--- src/rtl/imm_pkg.sv ---
// Shared types and constants for the decode->execute immediate generator.
// Optional macro IMM_EXTEND_ZIMM_EN enables the CSR zimm encoding (Z_T).
package imm_pkg;

    localparam int PAYLOAD_W = 25;

    typedef enum logic [2:0] {
        I_T = 3'b000,
        S_T = 3'b001,
        B_T = 3'b010,
        J_T = 3'b011,
        U_T = 3'b100,
        Z_T = 3'b101
    } imm_src_e;

    // Result for any unsupported select: zero immediate, error flagged.
    localparam logic [63:0] ILLEGAL_IMM = 64'd0;
    localparam logic        ILLEGAL_ERR = 1'b1;

endpackage

--- src/rtl/imm_extend_comb.sv ---
// Purpose: combinational RISC-V immediate extraction/extension; zimm only with IMM_EXTEND_ZIMM_EN.
// Latency: 0 cycles (pure logic).
// Backpressure: none, no state.
module imm_extend_comb
    import imm_pkg::*;
#(
    parameter int XLEN = 32
) (
    input  logic [2:0]           imm_src,
    input  logic [PAYLOAD_W-1:0] data,
    output logic [XLEN-1:0]      imm,
    output logic                 err
);

    always_comb begin
        imm = XLEN'(ILLEGAL_IMM);
        err = 1'b0;
        case (imm_src_e'(imm_src))
            I_T: imm = XLEN'($signed(data[24:13]));
            S_T: imm = XLEN'($signed({data[24:18], data[4:0]}));
            B_T: imm = XLEN'($signed({data[24], data[0], data[23:18], data[4:1], 1'b0}));
            J_T: imm = XLEN'($signed({data[24], data[12:5], data[13], data[23:14], 1'b0}));
            // Signed cast sign-extends from bit 31 when XLEN is 64.
            U_T: imm = XLEN'($signed({data[24:5], 12'b0}));
`ifdef IMM_EXTEND_ZIMM_EN
            Z_T: imm = XLEN'(data[12:8]);
`endif
            default: begin
                imm = XLEN'(ILLEGAL_IMM);
                err = ILLEGAL_ERR;
            end
        endcase
    end

endmodule

--- src/rtl/imm_extend_pipe.sv ---
// Purpose: registered immediate generator with tag passthrough and 2-entry skid buffer (zimm via IMM_EXTEND_ZIMM_EN).
// Latency: 1 cycle from accept to out_valid when the main register is free or popping; 1/cycle throughput.
// Backpressure: in_ready = !skid_valid (registered); flush clears both entries, rst clears everything.
module imm_extend_pipe
    import imm_pkg::*;
#(
    parameter int XLEN  = 32,
    parameter int TAG_W = 32
) (
    input  logic                 clk,
    input  logic                 rst,
    input  logic                 flush,
    input  logic                 in_valid,
    output logic                 in_ready,
    input  logic [2:0]           in_imm_src,
    input  logic [PAYLOAD_W-1:0] in_data,
    input  logic [TAG_W-1:0]     in_tag,
    output logic                 out_valid,
    input  logic                 out_ready,
    output logic [XLEN-1:0]      out_imm,
    output logic [TAG_W-1:0]     out_tag,
    output logic                 out_err
);

    typedef struct packed {
        logic [XLEN-1:0]  imm;
        logic [TAG_W-1:0] tag;
        logic             err;
    } entry_t;

    entry_t     new_ent;
    entry_t     main_ent;
    entry_t     skid_ent;
    logic       main_vld;
    logic       skid_vld;
    logic       accept;
    logic       pop;

    imm_extend_comb #(.XLEN(XLEN)) u_ext (
        .imm_src (in_imm_src),
        .data    (in_data),
        .imm     (new_ent.imm),
        .err     (new_ent.err)
    );
    assign new_ent.tag = in_tag;

    assign in_ready  = !skid_vld;
    assign accept    = in_valid && in_ready;
    assign out_valid = main_vld;
    assign pop       = main_vld && out_ready;

    assign out_imm = main_ent.imm;
    assign out_tag = main_ent.tag;
    assign out_err = main_ent.err;

    always_ff @(posedge clk) begin
        if (rst) begin
            main_vld <= 1'b0;
            skid_vld <= 1'b0;
            main_ent <= '0;
            skid_ent <= '0;
        end else if (flush) begin
            // Data registers hold; a same-cycle accept is dropped.
            main_vld <= 1'b0;
            skid_vld <= 1'b0;
        end else if (pop) begin
            if (skid_vld) begin
                main_ent <= skid_ent;
                skid_vld <= 1'b0;
            end else if (accept) begin
                main_ent <= new_ent;
            end else begin
                main_vld <= 1'b0;
            end
        end else if (accept) begin
            if (!main_vld) begin
                main_ent <= new_ent;
                main_vld <= 1'b1;
            end else begin
                skid_ent <= new_ent;
                skid_vld <= 1'b1;
            end
        end
    end

endmodule

--- config.mk ---
export PLATFORM = sky130hd
export DESIGN_NAME = imm_extend_pipe
export DESIGN_NICKNAME = d
export VERILOG_FILES = /design/src/rtl/imm_pkg.sv /design/src/rtl/imm_extend_comb.sv /design/src/rtl/imm_extend_pipe.sv
export SDC_FILE = /design/constraint.sdc
export NUM_CORES = 1
export LEC_CHECK = 0
export CAP_MARGIN = 20
export CORE_MARGIN = 3
export CORE_UTILIZATION = 55
export CTS_BUF_LIST = sky130_fd_sc_hd__clkbuf_2
export CTS_CLUSTER_DIAMETER = 50
export DETAILED_ROUTE_END_ITERATION = 6
export HOLD_SLACK_MARGIN = 0.02
export PLACE_DENSITY = 0.9
export SKIP_CTS_REPAIR_TIMING = 1
export SYNTH_ARGS = -nofsm -noshare
export SYNTH_HDL_FRONTEND = slang
export SYNTH_HIERARCHICAL = 1
export SYNTH_SLANG_ARGS = --single-unit
--- constraint.sdc ---
create_clock -name clk -period 3.7 [get_ports clk]
set_input_delay 0.555 -clock clk [delete_from_list [all_inputs] [get_ports clk]]
set_output_delay 0.555 -clock clk [all_outputs]
set_load 0.01 [all_outputs]
==> run_results.csv <==
group,metric,value,unit
setup_path,cp-start-kind,"flop",
synthesis,synth_ff_type,"dfxtp_1",
placed_design,routabilityCongestion,0.911,
synthesis,synth_cell_types,25,
flow_run,drv_cap,0,
floorplanning,ios,132,
routing,drc,0,
layout,fin_nets,893,
synthesis,synthCells,732,
synthesis,synth.area.top_cells,"dfxtp_1 (48%), nand2_1 (18%), a311oi_1 (10%)",
setup_path,r2r_end,"out_imm[20]",
floorplanning,dieArea,11300,um2
floorplanning,die_x,106,um
setup_path,crit_fanout,9,
timing,setup_viol,0,
grt,grt_start_max_net_pins,97,
power,total_power,2.87,mW
setup_path,cp_cell_sequence,"clkdlybuf4s50_1",
layout,diodes,0,
setup_path,r2r-start,"out_valid",
layout,design_area,7110,um2
grt,grt_use_total,27.1,%
routing,via_per_inst,5.70,
grt,grt-ovfl-total,0,
synthesis,ys_ff_latch,132,
timing,fin_crit,2.33,ns
timing,worst_pin_slew,0.967,ns
routing,drt-initial-drc-count,337,
timing,setup_tns,0,ns
clocking,cts.sinks,132,
synthesis,synth_async_sr_flop_share,0,%
synthesis,ys_warn_count,6,
routing,vias,5515,
clocking,path_clk_slew,0.18,ns
clocking,clock_tree.root_cell,"clkbuf_2",
clocking,cts_tree,"yes",
setup_path,worstSetupEndpointType,"output pin",
setup_path,worst-path-buf-inv,1,
worst_hold_path,min_to,"skid_ent[27]",
worst_hold_path,hold_class,"input pin to flop",
placed_design,pre_cts_slack,1.01,ns
setup_path,cp_top_family,"buffers and inverters",
setup_path,critical-path-slowest-cell,"clkdlybuf4s50_1",
clocking,clock_latency,0.63,ns
worst_hold_path,worstHoldPathCells,3,
routing,postRouteAntennaNets,0,
floorplanning,initial_utilization,58.3,%
synthesis,synth.most_common_cell,"nand2_1",
clocking,htree_levels,4,
timing,whs,0.465,ns
synthesis,synth_common_cells,"nand2_1 (262), dfxtp_1 (132), a21oi_1 (83), nor2_1 (73), a311oi_1 (65)",
timing,period_share,62.9,%
floorplanning,coreArea,9500,um2
synthesis,synth_top_area_cell,"dfxtp_1",
grt,grt_pass1_vias,5197,
synthesis,synth_fp_nets,797,
floorplanning,rows,35,
timing,rsz0062_at_grt,"false",
timing,max_freq,430,MHz
clocking,numCtsBuffers,17,
setup_path,slowest_delay,0.61,ns
layout,layout-area-overhead-vs-synth,28.4,%
timing,hold_viol,0,
layout,drive_above_1_share,5.85,%
power,p_leak,2.51,nW
setup_path,r2r_slack,1.56,ns
routing,dr.pass1.iters,5,
placed_design,dp_hpwl,10.4,mm
clocking,clk_path_buf_depth,2,
grt,grt_pass1_wl,25.0,mm
power,p_per_area,403,nW/um2
timing,timing.slew.headroom,35.5,%
synthesis,synth_top_area_share,47.7,%
timing,finClkSkew,0.0190,ns
setup_path,cp.required,3.14,ns
power,peakVddDrop,0.000249,V
synthesis,ys_seq_area_share,47.7,%
run_status,status,"completed",
floorplanning,fp.dieH,106,um
routing,drt-total-wl,15.3,mm
setup_path,worstSetupPathType,"flop to output pin",
setup_path,rr_worst_depth,5,
synthesis,synth_edf_count,0,
routing,wire_per_inst,15.8,um
placed_design,placed_area,6860,um2
timing,drv_slew,0,
grt,antenna_found_initial,0,
placed_design,io_buffers,131,
timing,finalWorstSetupSlack,1.37,ns
worst_hold_path,hold_path_startpoint,"in_tag[26]",
synthesis,syn_area,5540,um2
setup_path,cp.arrival,1.77,ns
synthesis,syn_avg_cell_area,7.56,um2
[sequential cells by signal (all words and copies together), names as in the netlist]
register and flops:
out_err 1, skid_vld 1, skid_ent 65, out_imm 32, out_tag 32, out_valid 1
[worst max-delay path by stage]
stage	from	end	slack (ns)	cells after the start
3_3_place_gp	in_valid	skid_ent[50]	1.10	6
3_5_place_dp	out_ready	out_imm[20]	1.01	6
4_1_cts	out_valid	out_valid	1.35	1
2_1_floorplan	in_imm_src[0]	out_imm[12]	2.04	7
6_report	out_valid	out_valid	1.37	1
5_1_grt	out_valid	out_valid	1.25	1
[routing by layer]
metal | wire [um] | GRT usage (%) | vias up
met5 | 0 | 0 | -
met4 | 220 | 7.77 | 0
met2 | 7490 | 44.0 | 256
met3 | 1420 | 7.47 | 21
li1 | - | - | 2665
met1 | 6170 | 35.4 | 2573
[placed cells by master, fill, tap and decap left out, drive strengths merged, types with 8 or more instances in the layout]
cell type / netlist / layout
nand2: 262 / 262
a311oi: 65 / 65
o22ai: 8 / 8
a21o: 11 / 11
clkdlybuf4s50: 0 / 130
nor2: 73 / 73
buf: 28 / 14
clkbuf: 39 / 18
dfxtp: 132 / 132
nor2b: 11 / 11
a21oi: 83 / 83
[layout make-up]
class,count,area [um2]
multi-input cells,532,2630
clock buffers,18,90.1
flip-flops and latches,132,2640
repair buffers,144,1420
inverters,1,3.75
clock inverters,11,163
well taps,129,161
fillers,724,2390
[through the flow]
step | std cells | util, %
3_3_place_gp | 938 | 72.1
4_1_cts | 967 | 74.8
2_1_floorplan | 732 | -
6_report | 967 | 74.8
5_1_grt | 967 | 74.8
3_5_place_dp | 938 | 72.1
[where the power goes]
group / internal [mW] / switching, mW / total, mW
Sequential: 1.48 / 0.0339 / 1.51
Combinational: 0.220 / 0.213 / 0.432
Clock: 0.430 / 0.492 / 0.922
Total: 2.13 / 0.739 / 2.87
[cell families (layout without fill, tap and decap cells)]
family	Yosys count	count (layout)	synth area share, %
AO/OA/AOI/OAI	171	171	20.8
buffers and inverters	68	174	5.27
AND/OR/NAND/NOR	354	354	24.8
multiplexers	6	6	1.08
XOR/XNOR	1	1	0.294
flip-flops	132	132	47.7
No activity file was read; power rests on OpenSTA's default activity.
